$ cat src/rtl/debounce_edge.sv
// rtl/debounce_edge.sv - debounces a synchronized level into a clean level, rise/fall pulses and a press count
// The four-state FSM, the stability counter and all outputs share one register block.
module debounce_edge #(
    parameter int DEBOUNCE_CYCLES = 4,
    parameter int CNT_W           = 16,
    parameter int EVT_W           = 8
) (
    input  logic             i_clk,
    input  logic             i_rst_n,
    input  logic             i_sync,
    input  logic             i_clr_cnt,
    output logic             o_level,
    output logic             o_rise,
    output logic             o_fall,
    output logic             o_busy,
    output logic [EVT_W-1:0] o_press_cnt
);

    typedef enum logic [1:0] {
        IDLE_LOW  = 2'd0,
        WAIT_HIGH = 2'd1,
        IDLE_HIGH = 2'd2,
        WAIT_LOW  = 2'd3
    } state_t;

    localparam logic [CNT_W-1:0] CNT_LAST  = CNT_W'(DEBOUNCE_CYCLES - 1);
    localparam logic [CNT_W-1:0] CNT_ONE   = CNT_W'(1);
    localparam logic [EVT_W-1:0] PRESS_MAX = '1;
    localparam logic [EVT_W-1:0] PRESS_ONE = EVT_W'(1);

    state_t           state;
    logic [CNT_W-1:0] cnt;

    always_ff @(posedge i_clk or negedge i_rst_n) begin
        if (!i_rst_n) begin
            state       <= IDLE_LOW;
            cnt         <= '0;
            o_level     <= 1'b0;
            o_rise      <= 1'b0;
            o_fall      <= 1'b0;
            o_press_cnt <= '0;
        end else begin
            o_rise <= 1'b0;
            o_fall <= 1'b0;
            if (i_clr_cnt) begin
                o_press_cnt <= '0;
            end
            case (state)
                IDLE_LOW: begin
                    if (i_sync) begin
                        state <= WAIT_HIGH;
                        cnt   <= CNT_ONE;
                    end else begin
                        cnt <= '0;
                    end
                end
                WAIT_HIGH: begin
                    if (!i_sync) begin
                        state <= IDLE_LOW;
                        cnt   <= '0;
                    end else if (cnt == CNT_LAST) begin
                        state   <= IDLE_HIGH;
                        cnt     <= '0;
                        o_level <= 1'b1;
                        o_rise  <= 1'b1;
                        // A clear coinciding with a commit keeps that press.
                        if (i_clr_cnt) begin
                            o_press_cnt <= PRESS_ONE;
                        end else if (o_press_cnt != PRESS_MAX) begin
                            o_press_cnt <= o_press_cnt + 1'b1;
                        end
                    end else begin
                        cnt <= cnt + 1'b1;
                    end
                end
                IDLE_HIGH: begin
                    if (!i_sync) begin
                        state <= WAIT_LOW;
                        cnt   <= CNT_ONE;
                    end else begin
                        cnt <= '0;
                    end
                end
                WAIT_LOW: begin
                    if (i_sync) begin
                        state <= IDLE_HIGH;
                        cnt   <= '0;
                    end else if (cnt == CNT_LAST) begin
                        state   <= IDLE_LOW;
                        cnt     <= '0;
                        o_level <= 1'b0;
                        o_fall  <= 1'b1;
                    end else begin
                        cnt <= cnt + 1'b1;
                    end
                end
                default: begin
                    state <= IDLE_LOW;
                    cnt   <= '0;
                end
            endcase
        end
    end

    assign o_busy = (state == WAIT_HIGH) || (state == WAIT_LOW);

endmodule

$ cat config.mk
export PLATFORM = sky130hd
export DESIGN_NAME = debounce_edge
export DESIGN_NICKNAME = d
export VERILOG_FILES = /design/src/rtl/debounce_edge.sv
export SDC_FILE = /design/constraint.sdc
export NUM_CORES = 1
export LEC_CHECK = 0
export CORE_MARGIN = 4
export CORE_UTILIZATION = 42
export CTS_CLUSTER_SIZE = 8
export DETAILED_ROUTE_END_ITERATION = 12
export GPL_TIMING_DRIVEN = 0
export PLACE_DENSITY_LB_ADDON = 0.15
export SLEW_MARGIN = 40
export SYNTH_ARGS = -nofsm -noshare
export SYNTH_HDL_FRONTEND = slang
export SYNTH_SLANG_ARGS = --single-unit
$ cat constraint.sdc
create_clock -name i_clk -period 1.8 [get_ports i_clk]
set_clock_uncertainty 0.2 [all_clocks]
set_input_delay 0.27 -clock i_clk [delete_from_list [all_inputs] [get_ports i_clk]]
set_output_delay 0.27 -clock i_clk [all_outputs]
set_load 0.05 [all_outputs]
Word-level counts from Yosys, hierarchy flattened
Index checks and enable logic that the tools add are counted.
W data, S select, Z words.

word-level totals
  input port bits = 4
  register bits = 29
  output and inout port bits = 12

operators by class
  add/subtract/negate cells = 2
  reductions and logical operators = 5
  mux-type cells = 29
  eq/ne operators = 13

operators by type and width
  cell                     count
  $pmux W16 S4             1
  $mux W16                 3
  $mux W8                  6
  $add A16 B1 Y16 const B  1
  $eq A16 B2 Y1 const B    1
  $mux W2                  6
  $ne A2 B2 Y1 const B     6
  $mux W1                  11
  $add A8 B1 Y8 const B    1
  $ne A8 B8 Y1 const B     1
  $pmux W2 S4              1
  $ne A3 B3 Y1 const B     2
  $reduce_and A5 Y1        1
  $eq A2 B2 Y1 const B     2
  $reduce_and A4 Y1        1
  $eq A2 B1 Y1 const B     1
  $logic_not A2 Y1         1
  $pmux W1 S2              1
  $reduce_bool A2 Y1       1
  $logic_or A1 B1 Y1       1

Longest topological paths before layout
Gate-level depths: netlist of the first run.

  word-level depth = 6
  mapped depth = 7

Worst setup path before layout of the first run
OpenSTA, ideal clock, no wires.

  path type = register to register
  from = register o_press_cnt[2]
  to = register o_press_cnt[3]
  clock period less this slack = 1.947 ns
  required time = 1.496 ns
  path buffers = 0
  stages on the path, launching flop included = 5
  library setup time = 0.104 ns
  slack = -0.147 ns
  arrival = 1.643 ns
  cells stage by stage = dfrtp_1 nand3_1 or2_2 or4_1 o311ai_1

on the way
  longest elaborated chain between the ends = 6

RTL lines
  item                                           line    RTL
  start: declaration                             16      output logic [EVT_W-1:0] o_press_cnt
  start signal: assignment                       70      o_press_cnt <= o_press_cnt + 1'b1;
  $add A8 B1 Y8 or $ne A8 B8 Y1 (tied branches)  70, 69
  $mux W8 (*)                                    69      end else if (o_press_cnt != PRESS_MAX) begin
  $mux W8 (*)                                    67      if (i_clr_cnt) begin
  $mux W8 (*)                                    61      end else if (cnt == CNT_LAST) begin
  $mux W8 (*)                                    58      if (!i_sync) begin
  $mux W8 (*)                                    48      case (state)

Mark *: on every way between the ends. The rest lies on a longest branch, timed or not.
A chain may end at the register's enable or synchronous reset.

==> flow_metrics.env, run 1 <==
export IMPL_critPathMaxStageDelay_ps=390
export IMPL_post_synth_net_total=162
export IMPL_numPlacedInstances=217
export IMPL_max_cap_violations=0
export IMPL_critical_path_startpoint_type="flip-flop"
export IMPL_synthMostInstantiatedCell="sky130_fd_sc_hd__dfrtp_1"
export IMPL_synth_seq_area_share_pct=47.0
export IMPL_top_level_ports=16
export IMPL_dominant_cell_type_by_area_after_synthesis="sky130_fd_sc_hd__dfrtp_1"
export IMPL_number_of_core_rows=21
export IMPL_path_max_fanout=4
export IMPL_viasPerCell=5.52
export IMPL_violations="negative setup slack"
export IMPL_comb_power_share_pct=35.6
export IMPL_core_area_sq_um=3440
export IMPL_cts_buffers_inserted=5
export IMPL_nNetsFinal=199
export IMPL_p_per_area_nw_per_um2=981
export IMPL_finalNonFillerCells=240
export IMPL_htree_levels=2
export IMPL_synthFlopType="sky130_fd_sc_hd__dfrtp_1"
export IMPL_rsz_0062_raised_after_global_routing="true"
export IMPL_fp_dieW_um=68.7
export IMPL_globalRoute_totalOverflow=0
export IMPL_final_hold_violation_count=0
export IMPL_path_delay_family="simple AND/OR/NAND/NOR gates"
export IMPL_final_seq_area_sq_um=729
export IMPL_critical_path_slowest_cell="sky130_fd_sc_hd__dfrtp_1"
export IMPL_areaGrowthSynthToFinish_pct=32.5
export IMPL_synthesis_instances=156
export IMPL_firstDrtPassIters=4
export IMPL_power_clock_fraction_pct=27.2
export IMPL_ys_seq_elements=29
export IMPL_routed_via_count=1325
export IMPL_groute_usage_overall_pct=16.8
export IMPL_cp_buffers_inverters=1
export IMPL_r2r_start="cnt[0]"
export IMPL_clock_sink_count=29
export IMPL_internal_power_w=0.00136
export IMPL_number_of_antenna_violations_at_the_first_check_in_global_routing=0
export IMPL_worst_skew_pair_late_latency_ps=270
export IMPL_clockBufferDepth=2
export IMPL_synth_warnings=0
export IMPL_final_period_minus_worst_setup_slack_ps=1890
export IMPL_drc_violation_total_after_the_first_tritonroute_iteration=88
export IMPL_dpl_worst_slack_ps=-422
export IMPL_synth_area_top_cells="sky130_fd_sc_hd__dfrtp_1 47%, sky130_fd_sc_hd__xor2_1 5.7%, sky130_fd_sc_hd__nor2_1 4.9%, sky130_fd_sc_hd__nand4_1 4.0%, sky130_fd_sc_hd__xnor2_1 2.8%"
export IMPL_timing_max_slew_rel_slack_pct=57.0
export IMPL_post_route_period_util_pct=105
export IMPL_pwr_share_seq_pct=37.2
export IMPL_die_height_um=68.7
export IMPL_cts_root_buf="sky130_fd_sc_hd__clkbuf_8"
export IMPL_beginning_of_the_critical_path="cnt[0]"
export IMPL_io_buffer_count=15
export IMPL_maxSlewViolCount=0
export IMPL_outcome="finished with violations"
export IMPL_combined_area_of_the_multi_input_logic_cells_sq_um=825
export IMPL_final_antenna_net_count=0
export IMPL_post_synth_instance_area_sq_um=1550
export IMPL_final_setup_viol_count=22
export IMPL_post_synth_most_frequent_cells="29 x sky130_fd_sc_hd__dfrtp_1, 20 x sky130_fd_sc_hd__nor2_1, 10 x sky130_fd_sc_hd__nand4_1, 10 x sky130_fd_sc_hd__xor2_1, 8 x sky130_fd_sc_hd__nand2_1"
export IMPL_cts_tree="built"
export IMPL_p_sw_w=0.000652
export IMPL_p_leak_nw=0.886
export IMPL_r2r_setup_slack_ps=-90
export IMPL_grt_max_degree=30
export IMPL_floorplan_die_area_sq_um=4710
export IMPL_mean_syn_cell_area_sq_um=9.91
export IMPL_grt_pass1_wl_um=5810
export IMPL_timing_hold_worst_endpoint="o_fall"
export IMPL_hold_path_cell_count=2
export IMPL_starting_density_of_the_core_pct=44.9
export IMPL_yosysTopAreaCellShare_pct=47.0
export IMPL_drt_drc_violations_left=0
export IMPL_worst_slew_pin_slew_ps=644
export IMPL_cts_clk_slew_worst_paths_ps=60
export IMPL_finalWirelength_um=3530
export IMPL_reg2reg_depth=6
export IMPL_grt_pass1_vias=1247
export IMPL_vdd_drop_max_mv=0.872
export IMPL_layout_filler_cells=299
export IMPL_netSwitchingFraction_pct=32.5
export IMPL_insertedDiodeCount=0
export IMPL_placement_cell_area_sq_um=1760
export IMPL_worst_ep_arrival_time_ps=1850
export IMPL_max_freq_mhz=529
export IMPL_synth_edf_count=0
export IMPL_critical_path_endpoint_type="flip-flop"
export IMPL_yosysUniqueCellTypes=39
export IMPL_final_area_sq_um=2050
export IMPL_timing_hold_worst_start="i_sync"
export IMPL_synth_async_sr_flop_share_pct=100
export IMPL_holdCritPathClass="primary input to flip-flop"
export IMPL_finalCoreUtilization_pct=59.5
export IMPL_dpl_hpwl_um=2270
export IMPL_setup_worst_path_class="flip-flop to flip-flop"
export IMPL_finalWorstSetupSlack_ps=-90.6
export IMPL_timing_critical_path_required_ps=1760
export IMPL_critical_path_cell_chain="ha_4 > nor4b_4 > and4_4 > buf_4 > nand2_4 > mux2_2"
export IMPL_final_layout_size_suffix_gt1_share_pct=25.3
export IMPL_global_placer_s_final_weighted_congestion=0.919
export IMPL_routed_wire_length_per_instance_um=14.7
==> power groups by stage <==
| stage | registers (W) | logic, W | clock network [W] |
|---|---|---|---|
| floorplan | 0.000772 | 0.000322 | 0 |
| global placement | 0.000760 | 0.000466 | 0 |
| detailed placement | 0.000762 | 0.000469 | 0 |
| CTS | 0.000743 | 0.000657 | 0.000557 |
| global route | 0.000750 | 0.000772 | 0.000598 |
| finish | 0.000746 | 0.000716 | 0.000546 |
==> metal layers <==
| metal | vias to the layer above | share of wire [%] | routed length, um | track usage [%] |
|---|---|---|---|---|
| met5 | - | 0 | 0 | 0 |
| met4 | 0 | 2.1 | 73 | 8.93 |
| met3 | 7 | 3.9 | 139 | 4.38 |
| met2 | 35 | 48 | 1680 | 25.9 |
| met1 | 647 | 46 | 1630 | 21.6 |
| li1 | 636 | - | - | - |
==> cells by family (layout without fill, tap and decap cells) <==
| logic type | after synthesis | in the layout | share of synthesized area (%) |
|---|---|---|---|
| multiplexers | 1 | 1 | 0.729 |
| flip-flops | 29 | 29 | 47.0 |
| AND/OR/NAND/NOR | 74 | 74 | 29.5 |
| AO/OA/AOI/OAI | 20 | 20 | 8.10 |
| XOR/XNOR | 15 | 15 | 8.50 |
| buffers and inverters | 15 | 53 | 4.62 |
| adder cells (fa/ha/maj) | 2 | 2 | 1.62 |
==> repair_timing <==
item,CTS,global route
hold buffers,1,0
resized for setup,29,10
hold endpoints to repair,29,0
setup buffers,11,2
setup endpoints to repair,40,28
gates cloned,1,0
pin swaps,12,4
==> flip-flops by register name, summed over array words and instances (netlist names), named ones only <==
signal	flops
state	1
o_fall	1
o_level	1
o_rise	1
o_press_cnt	8
cnt	16
==> stage by stage <==
| step | hold WS, ps | TNS, ps | power (W) |
|---|---|---|---|
| 2_1_floorplan | -226 | -57.3 | 0.00109 |
| 3_3_place_gp | 319 | -11680 | 0.00123 |
| 6_report | 258 | -700 | 0.00201 |
| 5_1_grt | 264 | -3040 | 0.00212 |
| 4_1_cts | 238 | -608 | 0.00196 |
| 3_5_place_dp | 134 | -5500 | 0.00123 |
==> placed cells by master (no fill, tap or decap), types with 2 or more instances in the layout <==
cell                            synthesis  layout
sky130_fd_sc_hd__a31oi_1                4       4
sky130_fd_sc_hd__xnor2_1                5       5
sky130_fd_sc_hd__xor2_1                10      10
sky130_fd_sc_hd__dlygate4sd2_1          0      12
sky130_fd_sc_hd__nor4_4                 1       3
sky130_fd_sc_hd__a311oi_1               2       2
sky130_fd_sc_hd__inv_1                  5       4
sky130_fd_sc_hd__dfrtp_1               29      26
sky130_fd_sc_hd__clkbuf_8               0       6
sky130_fd_sc_hd__o21ai_2                0       2
sky130_fd_sc_hd__nor2_1                20      19
sky130_fd_sc_hd__buf_2                  3       2
sky130_fd_sc_hd__and4_1                 4       3
sky130_fd_sc_hd__a21oi_1                6       5
sky130_fd_sc_hd__o21ai_0                4       2
sky130_fd_sc_hd__and3_1                 2       2
sky130_fd_sc_hd__nand4_1               10      10
sky130_fd_sc_hd__nand3b_1               2       2
sky130_fd_sc_hd__nor4b_1                2       2
sky130_fd_sc_hd__nor3_1                 5       4
sky130_fd_sc_hd__dfrtp_2                0       3
sky130_fd_sc_hd__or2_2                  2       2
sky130_fd_sc_hd__nand2_1                8       7
sky130_fd_sc_hd__buf_6                  1       7
sky130_fd_sc_hd__buf_4                  1      10
sky130_fd_sc_hd__clkbuf_1               5       7
sky130_fd_sc_hd__nand3_1                6       6
==> final cells by class <==
| type | instances | share of cell area (%) |
|---|---|---|
| multi-input cells | 112 | 40.3 |
| clock buffers | 8 | 4.40 |
| flip-flops and latches | 29 | 35.6 |
| repair buffers | 30 | 12.8 |
| plain buffers | 10 | 3.18 |
| inverters | 5 | 0.917 |
| well taps | 46 | 2.81 |
==> worst max-delay path by stage <==
stage / endpoint / depth (start not counted) / slack (ps)
final: flip-flop / 6 / -90
after global routing: o_press_cnt[4] / 6 / -160
after CTS: o_press_cnt[4] / 6 / -90
after detailed placement: o_press_cnt[3] / 5 / -420
after floorplan: o_press_cnt[3] / 5 / -60
after global placement: o_press_cnt[3] / 5 / -400
Note: power is estimated with default switching activity, not from simulation.
==> inputs of run 2 (changes only) <==
--- a/config.mk
+++ b/config.mk
@@ -5,12 +5,15 @@
 export SDC_FILE = /design/constraint.sdc
 export NUM_CORES = 1
 export LEC_CHECK = 0
+export CELL_PAD_IN_SITES_DETAIL_PLACEMENT = 1
+export CELL_PAD_IN_SITES_GLOBAL_PLACEMENT = 2
 export CORE_MARGIN = 4
-export CORE_UTILIZATION = 42
+export CORE_UTILIZATION = 32
 export CTS_CLUSTER_SIZE = 8
 export DETAILED_ROUTE_END_ITERATION = 12
 export GPL_TIMING_DRIVEN = 0
 export PLACE_DENSITY_LB_ADDON = 0.15
+export SKIP_LAST_GASP = 1
 export SLEW_MARGIN = 40
 export SYNTH_ARGS = -nofsm -noshare
 export SYNTH_HDL_FRONTEND = slang
==> run 2 against run 1 <==
The flow still finishes with violations (negative setup slack). First-iteration DRC count fell by 32%. Sequential cell count unchanged. Fmax fell by 2.1%. Wire length is 27% higher. Utilization shrank 12 points. Sequential share of layout area fell by 2.2 points. Via count up 3.2%. Die area rose by 27%. Final cell count rose by 4.6%. Non-clock buffer count increased by 3. Largest cell class unchanged.
==> flow_metrics.env, run 2 (synthesis results as in run 1) <==
export IMPL_cts_root_buf="sky130_fd_sc_hd__clkbuf_8"
export IMPL_numPlacedInstances=225
export IMPL_firstDrtPassIters=4
export IMPL_nNetsFinal=202
export IMPL_post_route_period_util_pct=107
export IMPL_critical_path_endpoint_type="flip-flop"
export IMPL_violations="negative setup slack"
export IMPL_final_area_sq_um=2210
export IMPL_groute_usage_overall_pct=15.8
export IMPL_global_placer_s_final_weighted_congestion=0.758
export IMPL_overall_power_of_the_completed_layout_w=0.00213
export IMPL_starting_density_of_the_core_pct=32.9
export IMPL_final_layout_size_suffix_gt1_share_pct=37.1
export IMPL_fin_setup_tns_ps=-1600
export IMPL_final_antenna_net_count=0
export IMPL_cts_clk_slew_worst_paths_ps=60
export IMPL_max_freq_mhz=518
export IMPL_fp_dieW_um=77.5
export IMPL_drc_violation_total_after_the_first_tritonroute_iteration=60
export IMPL_worst_slew_pin_slew_ps=682
export IMPL_dpl_worst_slack_ps=-439
export IMPL_globalRoute_totalOverflow=0
export IMPL_clockBufferDepth=2
export IMPL_worst_skew_pair_late_latency_ps=270
export IMPL_insertedDiodeCount=0
export IMPL_path_max_fanout=5
export IMPL_top_regs="cnt (16), o_press_cnt (8)"
export IMPL_dpl_hpwl_um=2770
export IMPL_layout_common_cells="20 x sky130_fd_sc_hd__dfrtp_1, 15 x sky130_fd_sc_hd__buf_4, 11 x sky130_fd_sc_hd__dlygate4sd2_1"
export IMPL_timing_critical_path_required_ps=1720
export IMPL_placement_cell_area_sq_um=1770
export IMPL_reg2reg_depth=6
export IMPL_final_period_minus_worst_setup_slack_ps=1930
export IMPL_routed_via_count=1367
export IMPL_number_of_antenna_violations_at_the_first_check_in_global_routing=0
export IMPL_largest_register_ffs=16
export IMPL_timing_max_slew_rel_slack_pct=54.6
export IMPL_grt_pass1_wl_um=7560
export IMPL_outcome="finished with violations"
export IMPL_rsz_0062_raised_after_global_routing="true"
export IMPL_cts_buffers_inserted=5
export IMPL_cts_tree="built"
export IMPL_top_level_ports=16
export IMPL_die_height_um=77.5
export IMPL_drt_drc_violations_left=0
export IMPL_hold_path_cell_count=2
export IMPL_holdCritPathClass="primary input to flip-flop"
export IMPL_core_area_sq_um=4690
export IMPL_grt_max_degree=30
export IMPL_htree_levels=2
export IMPL_viasPerCell=5.45
export IMPL_p_per_area_nw_per_um2=964
export IMPL_io_buffer_count=15
export IMPL_routed_wire_length_per_instance_um=17.9
export IMPL_final_hold_violation_count=0
export IMPL_grt_pass1_vias=1483
export IMPL_finalNonFillerCells=251
export IMPL_setup_worst_path_class="flip-flop to flip-flop"
export IMPL_number_of_core_rows=25
export IMPL_maxSlewViolCount=0
export IMPL_layout_commonest_cell="sky130_fd_sc_hd__dfrtp_1"
export IMPL_areaGrowthSynthToFinish_pct=42.8
export IMPL_finalWirelength_um=4490
export IMPL_max_cap_violations=0
export IMPL_final_setup_viol_count=23
export IMPL_worst_ep_arrival_time_ps=1850
export IMPL_max_flop_register="cnt"
export IMPL_clock_sink_count=29
export IMPL_vdd_drop_max_mv=0.737
export IMPL_finalWorstSetupSlack_ps=-130
export IMPL_p_leak_nw=0.883
export IMPL_floorplan_die_area_sq_um=6000
export IMPL_critical_path_startpoint_type="flip-flop"
==> run 2: cell types whose count changed in the layout (fill, tap and decap cells not counted), moves of 5 or more <==
| cell | previous run | this run |
|---|---|---|
| sky130_fd_sc_hd__buf_4 | 10 | 15 |
| sky130_fd_sc_hd__dfrtp_2 | 3 | 9 |
| sky130_fd_sc_hd__dfrtp_1 | 26 | 20 |
| sky130_fd_sc_hd__nor2_2 | 1 | 6 |
| sky130_fd_sc_hd__nor2_1 | 19 | 6 |
| sky130_fd_sc_hd__nor2_4 | 0 | 8 |
==> run 2: final cells by class <==
cell class | instances | area, sq um
Sequential cell | 29 | 737
Fill cell | 536 | 2480
Buffer | 8 | 60.1
Multi-Input combinational cell | 112 | 923
Clock buffer | 8 | 80.1
Inverter | 5 | 18.8
Tap cell | 54 | 67.6
Timing Repair Buffer | 35 | 320
==> run 2: per-layer routing <==
metal | track usage, % | up-vias | wire length, um
li1 | - | 640 | -
met1 | 21.4 | 712 | 2070
met2 | 25.4 | 13 | 2300
met3 | 3.94 | 2 | 103
met4 | 3.38 | 0 | 19
met5 | 0 | - | 0
==> run 2: per-stage QoR <==
step	util (%)	hold WS, ps
3_3_place_gp	37.8	327
3_5_place_dp	37.7	150
2_1_floorplan	-	-226
5_1_grt	47.0	254
6_report	47.0	246
4_1_cts	44.3	233
==> run 2: path summary, 6_finish.rpt <==
path | start | end | slack, ps
worst min register to register | o_press_cnt[2] | o_press_cnt[2] | 370
worst max register to register | cnt[6] | o_press_cnt[4] | -130
max in group asynchronous | i_rst_n | cnt[3] | 540
worst max-delay path | cnt[6] | o_press_cnt[4] | -130
min in group asynchronous | i_rst_n | cnt[11] | 370
worst min-delay path | i_sync | o_fall | 250
==> run 2: power by group <==
part | switching, W | total (W) | internal [W]
Clock | 0.000230 | 0.000504 | 0.000274
Combinational | 0.000491 | 0.000872 | 0.000381
Sequential | 0.0000478 | 0.000753 | 0.000705
==> run 2: worst max-delay path: stages, from the launching register on <==
cell and delay, ps:
sky130_fd_sc_hd__dfrtp_2 450, sky130_fd_sc_hd__nor4_4 310, sky130_fd_sc_hd__buf_4 160, sky130_fd_sc_hd__nand4_4 150
sky130_fd_sc_hd__buf_6 180, sky130_fd_sc_hd__nor4_4 190, sky130_fd_sc_hd__a311oi_1 130
==> run 2: what timing repair did <==
item	in CTS	in global routing
setup buffers	14	3
resized for setup	39	37
pin swaps	17	14
hold buffers	1	0
gates cloned	1	1
setup endpoints to repair	39	27
endpoints found under the hold margin	29	0
